## src/rtl/iir_pkg.sv

```systemverilog
// Shared definitions for the IIR second-order-section sequencer.
//   sos_state_e      : sequencer FSM states
//   A0 / A1 / B      : coefficient slot addresses inside one section
//   SAMP_W_DEF       : default sample width   (3 integer + 22 fraction bits)
//   COEFF_W_DEF      : default coefficient width (2 integer + 15 fraction bits)
package iir_pkg;

  typedef enum logic [1:0] {
    IDLE = 2'd0,
    MAC0 = 2'd1,
    MAC1 = 2'd2,
    DONE = 2'd3
  } sos_state_e;

  localparam logic [1:0] A0 = 2'd0;
  localparam logic [1:0] A1 = 2'd1;
  localparam logic [1:0] B  = 2'd2;

  localparam int SAMP_W_DEF  = 25;
  localparam int COEFF_W_DEF = 17;

endpackage

```

## src/rtl/iir_sos_seq.sv

```systemverilog
// Sequencer for a cascade of N_SEC second-order IIR sections.
// Accepts one sample at a time, steps the sections through two multiply
// phases (MAC0 / MAC1), captures the cascade output, and owns the
// coefficient write port into the sections.
//
// Ports
//   clk, rst                      : clock, synchronous active-high reset
//   samp_valid/samp_in/samp_ready : input sample handshake
//   cfg_valid/cfg_sec/cfg_addr/
//   cfg_data/cfg_ready            : coefficient write handshake
//   cfg_err                       : sticky, set by a rejected write
//   ce, mult_sel, sec_nrst        : section control (registered)
//   c_we, c_addr, c_in            : coefficient write into one section
//   din                           : sample fed to the first section
//   sec_dout                      : output of the last section
//   out_valid/out_data            : filtered result, one-cycle pulse
//   overrun, ovr_cnt              : dropped-sample tracking
//
// Build option: define IIR_SOS_SEQ_OVERRUN_EN to enable overrun tracking;
// otherwise overrun and ovr_cnt are tied to 0.
module iir_sos_seq
  import iir_pkg::*;
#(
  parameter int N_SEC   = 4,
  parameter int SAMP_W  = SAMP_W_DEF,
  parameter int COEFF_W = COEFF_W_DEF,
  localparam int SEC_W  = (N_SEC > 1) ? $clog2(N_SEC) : 1
) (
  input  logic               clk,
  input  logic               rst,
  input  logic               samp_valid,
  input  logic [SAMP_W-1:0]  samp_in,
  output logic               samp_ready,
  input  logic               cfg_valid,
  input  logic [SEC_W-1:0]   cfg_sec,
  input  logic [1:0]         cfg_addr,
  input  logic [COEFF_W-1:0] cfg_data,
  output logic               cfg_ready,
  output logic               cfg_err,
  output logic               ce,
  output logic               mult_sel,
  output logic               sec_nrst,
  output logic [N_SEC-1:0]   c_we,
  output logic [1:0]         c_addr,
  output logic [COEFF_W-1:0] c_in,
  output logic [SAMP_W-1:0]  din,
  input  logic [SAMP_W-1:0]  sec_dout,
  output logic               out_valid,
  output logic [SAMP_W-1:0]  out_data,
  output logic               overrun,
  output logic [7:0]         ovr_cnt
);

  sos_state_e         state_q, state_d;
  logic               ce_q, ce_d;
  logic               mult_sel_q, mult_sel_d;
  logic               sec_nrst_q;
  logic [N_SEC-1:0]   c_we_q, c_we_d;
  logic [1:0]         c_addr_q, c_addr_d;
  logic [COEFF_W-1:0] c_in_q, c_in_d;
  logic [SAMP_W-1:0]  din_q, din_d;
  logic               out_valid_q, out_valid_d;
  logic [SAMP_W-1:0]  out_data_q, out_data_d;
  logic               cfg_err_q, cfg_err_d;

  logic samp_fire, cfg_fire, cfg_ok;

  always_comb begin
    state_d     = state_q;
    din_d       = din_q;
    out_data_d  = out_data_q;
    c_addr_d    = c_addr_q;
    c_in_d      = c_in_q;
    cfg_err_d   = cfg_err_q;
    c_we_d      = '0;

    samp_ready = (state_q == IDLE) || (state_q == DONE);
    // A pending sample always wins over a config write in IDLE.
    cfg_ready  = (state_q == IDLE) && !samp_valid;
    samp_fire  = samp_valid && samp_ready;
    cfg_fire   = cfg_valid && cfg_ready;
    cfg_ok     = (cfg_addr <= B) && (int'(cfg_sec) < N_SEC);

    unique case (state_q)
      IDLE: if (samp_fire) state_d = MAC0;
      MAC0: state_d = MAC1;
      MAC1: state_d = DONE;
      DONE: state_d = samp_fire ? MAC0 : IDLE;
      default: state_d = IDLE;
    endcase

    if (samp_fire) din_d = samp_in;

    // Registered controls decoded from the state being entered so they
    // line up with the state register.
    ce_d       = (state_d == MAC0) || (state_d == MAC1);
    mult_sel_d = (state_d == MAC1);

    out_valid_d = (state_q == DONE);
    if (state_q == DONE) out_data_d = sec_dout;

    // Writes only happen from IDLE with no sample, so c_we never
    // overlaps ce.
    for (int i = 0; i < N_SEC; i++)
      c_we_d[i] = cfg_fire && cfg_ok && (int'(cfg_sec) == i);
    if (cfg_fire && cfg_ok) begin
      c_addr_d = cfg_addr;
      c_in_d   = cfg_data;
    end
    if (cfg_fire && !cfg_ok) cfg_err_d = 1'b1;
  end

  always_ff @(posedge clk) begin
    if (rst) begin
      state_q     <= IDLE;
      ce_q        <= 1'b0;
      mult_sel_q  <= 1'b0;
      sec_nrst_q  <= 1'b0;
      c_we_q      <= '0;
      c_addr_q    <= '0;
      c_in_q      <= '0;
      din_q       <= '0;
      out_valid_q <= 1'b0;
      out_data_q  <= '0;
      cfg_err_q   <= 1'b0;
    end else begin
      state_q     <= state_d;
      ce_q        <= ce_d;
      mult_sel_q  <= mult_sel_d;
      sec_nrst_q  <= 1'b1;
      c_we_q      <= c_we_d;
      c_addr_q    <= c_addr_d;
      c_in_q      <= c_in_d;
      din_q       <= din_d;
      out_valid_q <= out_valid_d;
      out_data_q  <= out_data_d;
      cfg_err_q   <= cfg_err_d;
    end
  end

  assign ce        = ce_q;
  assign mult_sel  = mult_sel_q;
  assign sec_nrst  = sec_nrst_q;
  assign c_we      = c_we_q;
  assign c_addr    = c_addr_q;
  assign c_in      = c_in_q;
  assign din       = din_q;
  assign out_valid = out_valid_q;
  assign out_data  = out_data_q;
  assign cfg_err   = cfg_err_q;

`ifdef IIR_SOS_SEQ_OVERRUN_EN
  logic       overrun_q, overrun_d;
  logic [7:0] ovr_cnt_q, ovr_cnt_d;
  logic       drop;

  always_comb begin
    drop      = samp_valid && !samp_ready;
    overrun_d = overrun_q | drop;
    ovr_cnt_d = ovr_cnt_q;
    if (drop && (ovr_cnt_q != 8'hFF)) ovr_cnt_d = ovr_cnt_q + 8'd1;
  end

  always_ff @(posedge clk) begin
    if (rst) begin
      overrun_q <= 1'b0;
      ovr_cnt_q <= '0;
    end else begin
      overrun_q <= overrun_d;
      ovr_cnt_q <= ovr_cnt_d;
    end
  end

  assign overrun = overrun_q;
  assign ovr_cnt = ovr_cnt_q;
`else
  assign overrun = 1'b0;
  assign ovr_cnt = '0;
`endif

endmodule
```

## config.mk

```make
export PLATFORM = sky130hd
export DESIGN_NAME = iir_sos_seq
export DESIGN_NICKNAME = d
export VERILOG_FILES = /design/src/rtl/iir_pkg.sv /design/src/rtl/iir_sos_seq.sv
export SDC_FILE = /design/constraint.sdc
export NUM_CORES = 1
export LEC_CHECK = 0
export CORE_UTILIZATION = 43
export CTS_BUF_LIST = sky130_fd_sc_hd__clkbuf_8
export DETAILED_ROUTE_END_ITERATION = 10
export HOLD_SLACK_MARGIN = 0.08
export PLACE_DENSITY = 0.88
export SLEW_MARGIN = 0
export SYNTH_ARGS = -nofsm -noshare
export SYNTH_HDL_FRONTEND = slang
export SYNTH_SLANG_ARGS = --single-unit
```

## constraint.sdc

```tcl
create_clock -name clk -period 2.9 [get_ports clk]
set_input_delay 0.87 -clock clk [delete_from_list [all_inputs] [get_ports clk]]
set_output_delay 0.87 -clock clk [all_outputs]
set_load 0.05 [all_outputs]
```

==> results of run 1 <==
## flip-flops by register name (all words and copies together), names as in the netlist
name / cells
ce: 1
c_addr: 2
din: 25
cfg_err: 1
c_we: 4
c_in: 17
state_q: 2
out_data: 25
out_valid: 1
sec_nrst: 1
mult_sel: 1
## worst reg2reg max path, stage by stage (launching register included)
cell     delay (ns)
dfxtp_1        0.44
ha_2           0.79
a21o_1         0.21
a21oi_1        0.08
a21oi_1        0.17
## path summary, 6_finish.rpt
check	start	to	slack, ns	cells past startpoint
hold / removal	din[1]$_SDFFE_PP0N_	din[1]$_SDFFE_PP0N_	0.45	2
setup reg to reg	state_q[0]$_SDFF_PP0_	ce$_SDFF_PP0_	1.13	4
setup / recovery	samp_valid	cfg_ready	0.20	3
hold reg to reg	din[1]$_SDFFE_PP0N_	din[1]$_SDFFE_PP0N_	0.45	2
## kinds of logic after synthesis
kind of cell | after synthesis
other cells | 1
flops | 80
fa+ha+maj | 4
buf+inv | 35
simple gates | 128
compound gates | 31
mux | 43
## cells in the mapped netlist (2+ instances only)
cell	n
a21o_1	2
ha_1	4
dfxtp_1	80
mux2i_1	42
nand2_1	84
buf_2	13
nor2b_1	3
nor2_1	30
buf_6	2
and4b_1	2
nor3_1	2
inv_1	4
a21oi_1	27
clkbuf_1	6
buf_4	10
## final cells by class
type / instances / area share
well taps: 96 / 0.02520
clock buffers: 9 / 0.02598
inverters: 4 / 0.003150
clock inverters: 6 / 0.01627
multi-input cells: 215 / 0.2617
repair buffers: 159 / 0.3318
flip-flops and latches: 80 / 0.3360
## power by group through the flow
stage               Sequential [mW]  Clock [mW]  Combinational [mW]
floorplan                      1.89           0               0.567
global route                   1.37       0.917                1.71
detailed placement             1.37           0                1.61
CTS                            1.35       0.872                1.62
global placement               1.36           0                1.59
finish                         1.35       0.842                1.61
## per-stage QoR
step           hold slack, ns  setup WS (ns)  power [mW]  cell area [um^2]
3_3_place_gp           0.4412         0.2490       2.952              4566
5_1_grt                0.4771         0.1517       3.994              4767
4_1_cts                0.4587         0.2101       3.841              4767
3_5_place_dp           0.4472         0.2159       2.988              4566
2_1_floorplan          0.6153         0.7008       2.458              3047
6_report               0.4532         0.2023       3.798              4767
## per-layer routing
layer / up-vias / routed length (um)
li1: 1318 / -
met1: 1196 / 3014
met2: 106 / 3684
met3: 16 / 522
met4: 0 / 147
met5: - / 0
==> reports/summary.txt, run 1 <==
Outcome: finished clean
Number of antenna violations at the first check in global routing: 0
Tcrit/Tclk final: 0.9302
Synth Area in Simple Gates: 0.1837
Fill cells: 552
HPWL Detailed: 5.351 mm
Gr ovfl total: 0
# DRC: 0
Router iterations before antenna repair: 4
TritonCTS Sinks: 80
Met3 Use GR: 0.06064
Final net count: 548
Post-route ant nets: 0
Post-synth cell types: 26
Post-CTS Setup Bufs: 0
# diodes: 0
Routed wire length: 7.369 mm
Clock skew: 0.006616 ns
Relative slew margins: 0.4337
Number of synthesized flops with an enable pin: 0
Layout cell share with drive strength beyond 1: 0.05497
CTS hold repair buffers: 0
Pin count of the biggest net entering global routing: 60
Main combinational cell family by area after synthesis: simple AND/OR/NAND/NOR gates
Clock power share: 0.222
Post-synthesis cell area: 0.003017 mm^2
Chip Width: 85.76 um
WS Path Type: in -> out
Pint: 2.314 mW
Ys async rst share: 0
Register area: 0.001602 mm^2
Delay-heaviest family, CP: buffers and inverters
Met2 GRT Util: 0.3622
Ys flop type: dfxtp_1
Worst path max stage delay: 0.55 ns
Die area: 0.007355 mm^2
DR WL/cell: 12.95 um
Tot GR Track Use: 0.2034
Mux cell area share after synthesis: 0.1431
Compound-Gate Fraction of Synth Area: 0.05807
Io pins: 164
DRT iter0 DRCs: 88
TritonCTS clock tree: yes
Fmax: 0.3707 GHz
Syn Inst Count: 322
# setup viols final: 0
Final core occ: 0.7017
H-tree depth: 3
Lkg Pwr: 1.793 nW
Worst path bufs/invs: 2
CTS max path bufs: 2
Leading post-synthesis cells by cell area: dfxtp_1 (53%), mux2i_1 (14%), nand2_1 (10%)
WP data arrival: 1.83 ns
Switching power: 1.484 mW
Yosys reg bits: 80
Synth Warn #: 0
Area of the multi-input gates: 0.001247 mm^2
Highest-count cells in the layout ignoring fill and taps: clkdlybuf4s50_1 (151), nand2_1 (84), dfxtp_1 (80)
Die height: 85.76 um
Crit Path Max Fanout: 6
Final Slew Violations: 0
Startpoint Class: input pin
Hold Path Class: reg -> reg
Number of global-route vias before repair: 2573
Synth Area in XOR/XNOR: 0
Setup TNS: 0 ns
Slowest-stage cell, CP: clkdlybuf4s50_1
Crit-path cells: clkdlybuf4s50_1, and2b_1, buf_12
Crit path capture type: primary output
Sw frac: 0.3907
Cts bufs inserted: 9
Post-cts repair resize count: 0
Max Cap Violations: 0
Clock-pin slew on the worst setup and hold paths: 0.08 ns
Worst-Skew Late Latency: 0.33 ns
Port-buffer cells: 154
Commonest non-fill, non-tap cell in the layout: clkdlybuf4s50_1
Root buffer cell: clkbuf_8
Avg Cell Area, Syn: 9.368 um^2
Total number of vias: 2636
RePlAce Congestion: 0.7044
Seq pwr share: 0.355
Min Tclk post-route: 2.698 ns
Post-Synth Adder-Cell Area: 0.01659
Routed vias/inst: 4.633
Initial Utilization: 0.4440
Post-Place Cells: 554
Post-synth top area share: 0.5309
Peak supply drop: 505.6 uV
RSZ-0062 raised after global routing: no
Final non-filler cell total: 569
Row count: 30
Dominant cell type by area after synthesis: dfxtp_1
Core area: 0.006794 mm^2
Register area share after synthesis: 0.5309
Synth-to-layout area growth: 58.03%
Met1 Track Usage GR: 0.2230
Busiest grt layer: met2
Req. time, crit path: 2.03 ns
Worst-margin pin slew: 0.8494 ns
Power density cells: 796.6 mW/mm^2
Combinational group share of total power: 0.423
First-pass GRT wire length: 11.64 mm
Hold Vio Cnt, Final: 0
Note: power is estimated with default switching activity, not from simulation.
==> run 2: changes to the inputs <==
CORE_UTILIZATION = 36   (was 43)
PLACE_DENSITY = 0.78   (was 0.88)
clock period = 2.33 ns   (was 2.9 ns; I/O delays follow)
==> reports/summary.txt, run 2 (synthesized netlist as in run 1, its figures left out) <==
Outcome: finished clean (unchanged)
Pin count of the biggest net entering global routing: 48 (was 60)
Post-cts repair resize count: 0 (unchanged)
Commonest non-fill, non-tap cell in the layout: clkdlybuf4s50_1 (unchanged)
Initial Utilization: 0.3690 (was 0.4440)
Crit Path Max Fanout: 2 (was 6)
Worst-margin pin slew: 0.5421 ns (was 0.8494 ns)
Switching power: 1.917 mW (was 1.484 mW)
Critical Path Source: samp_valid (unchanged)
Layout cell share with drive strength beyond 1: 0.06723 (was 0.05497)
Core area: 0.008175 mm^2 (was 0.006794 mm^2)
Final Slew Violations: 0 (unchanged)
Router iterations before antenna repair: 4 (unchanged)
Synth-to-layout area growth: 62.26% (was 58.03%)
Post-Place Cells: 565 (was 554)
Cts bufs inserted: 9 (unchanged)
Highest-count cells in the layout ignoring fill and taps: clkdlybuf4s50_1 (151), nand2_1 (84), dfxtp_1 (80) (unchanged)
H-tree depth: 3 (unchanged)
Clock-pin slew on the worst setup and hold paths: 0.08 ns (about the same)
WS Path Type: in -> out (unchanged)
Post-CTS Setup Bufs: 0 (unchanged)
Chip Width: 93.54 um (was 85.76 um)
# setup viols final: 0 (unchanged)
Seq pwr share: 0.338 (was 0.355)
HPWL Detailed: 5.419 mm (was 5.351 mm)
Crit path capture type: primary output (unchanged)
Port-buffer cells: 154 (unchanged)
Final net count: 550 (was 548)
Peak supply drop: 653.3 uV (was 505.6 uV)
Fmax: 0.4488 GHz
Power density cells: 1013 mW/mm^2 (was 796.6 mW/mm^2)
First-pass GRT wire length: 11.49 mm (was 11.64 mm)
Routed vias/inst: 4.499 (was 4.633)
Lkg Pwr: 1.833 nW (was 1.793 nW)
Hold-critical path depth: 2 (unchanged)
Setup ws final: 0.1019 ns (was 0.2023 ns)
Pre-CTS setup slack: 0.1047 ns (was 0.2159 ns)
RSZ-0062 raised after global routing: no (unchanged)
Hold Path Class: reg -> reg (unchanged)
Number of antenna violations at the first check in global routing: 0 (unchanged)
DP Area: 0.004657 mm^2 (was 0.004566 mm^2)
Row count: 33 (was 30)
Io pins: 164 (unchanged)
Pint: 3.041 mW (was 2.314 mW)
Hold Vio Cnt, Final: 0 (unchanged)
CTS max path bufs: 2 (unchanged)
Min Tclk post-route: 2.228 ns
CTS hold repair buffers: 0 (unchanged)
DRT iter0 DRCs: 47 (was 88)
DR WL/cell: 12.91 um (was 12.95 um)
Cell depth of the worst flop-to-flop path: 6 (was 4)
Tot GR Track Use: 0.1716 (was 0.2034)
Hold path start: din[1]$_SDFFE_PP0N_ (unchanged)
Req. time, crit path: 1.63 ns (was 2.03 ns)
Root buffer cell: clkbuf_8 (unchanged)
Number of global-route vias before repair: 2462 (was 2573)
Relative slew margins: 0.6375 (was 0.4337)
WP data arrival: 1.53 ns (was 1.83 ns)
# DRC: 0 (unchanged)
Worst-Skew Late Latency: 0.35 ns (was 0.33 ns)
Tcrit/Tclk final: 0.9563
RePlAce Congestion: 0.6713 (was 0.7044)
Gr ovfl total: 0 (unchanged)
Sw frac: 0.3867 (was 0.3907)
TritonCTS clock tree: yes (unchanged)
Die area: 0.008750 mm^2 (was 0.007355 mm^2)
Post-route ant nets: 0 (unchanged)
Startpoint Class: input pin (unchanged)
Total number of vias: 2614 (was 2636)
TritonCTS Sinks: 80 (unchanged)
Final non-filler cell total: 581 (was 569)
# diodes: 0 (unchanged)
R2R Path Start: state_q[0]$_SDFF_PP0_ (unchanged)
Final Cell Area: 0.004895 mm^2 (was 0.004767 mm^2)
Clock power share: 0.240 (was 0.222)
Combinational group share of total power: 0.423 (about the same)
Clock skew: 0.01089 ns (was 0.006616 ns)
Max Cap Violations: 0 (unchanged)
Setup TNS: 0 ns (unchanged)
Die height: 93.54 um (was 85.76 um)
Routed wire length: 7.498 mm (was 7.369 mm)
-- run 2: cell count changes in the layout (fill, tap and decap cells not counted), sizes merged --
cell and change:
buf +2, clkbuf +2, clkinv -1
-- run 2: final timing paths --
kind | slack (ns) | endpoint
setup / recovery | 0.10 | cfg_ready
hold / removal | 0.46 | din[1]$_SDFFE_PP0N_
setup reg to reg | 0.76 | din[13]$_SDFFE_PP0N_
hold reg to reg | 0.46 | din[1]$_SDFFE_PP0N_
-- run 2: worst max-delay path, cell delays in order --
cell             delay [ns]
clkdlybuf4s50_1        0.47
and2b_1                0.21
buf_12                 0.15
-- run 2: through the flow --
step                      hold slack, ns  power, mW  utilization
after floorplan                   0.6153      3.059            -
after global placement            0.4419      3.780       0.5696
after detailed placement          0.4461      3.822       0.5696
after CTS                         0.4590      5.012       0.5987
after global routing              0.4717      5.196       0.5987
final                             0.4566      4.958       0.5987
-- run 2: layout make-up --
class / instances / area, um^2
tap: 105 / 131.4
sequential: 80 / 1602
fill: 732 / 3281
clock buffer: 11 / 151.4
inverter: 4 / 15.01
timing repair buffer: 161 / 1659
clock inverter: 5 / 86.33
multi-input combinational: 215 / 1250
-- run 2: power groups by stage --
stage / logic, mW / registers (mW) / clock network [mW]
global placement: 2.08 / 1.70 / 0
floorplan: 0.706 / 2.35 / 0
detailed placement: 2.11 / 1.71 / 0
CTS: 2.12 / 1.68 / 1.22
global route: 2.22 / 1.70 / 1.27
finish: 2.10 / 1.67 / 1.19
-- run 2: routing by layer --
metal / vias to the layer above / GRT usage / part of all wire
li1: 1323 / - / -
met1: 1192 / 0.1826 / 0.41
met2: 88 / 0.3082 / 0.49
met3: 11 / 0.04959 / 0.078
met4: 0 / 0.08462 / 0.019
met5: - / 0 / 0
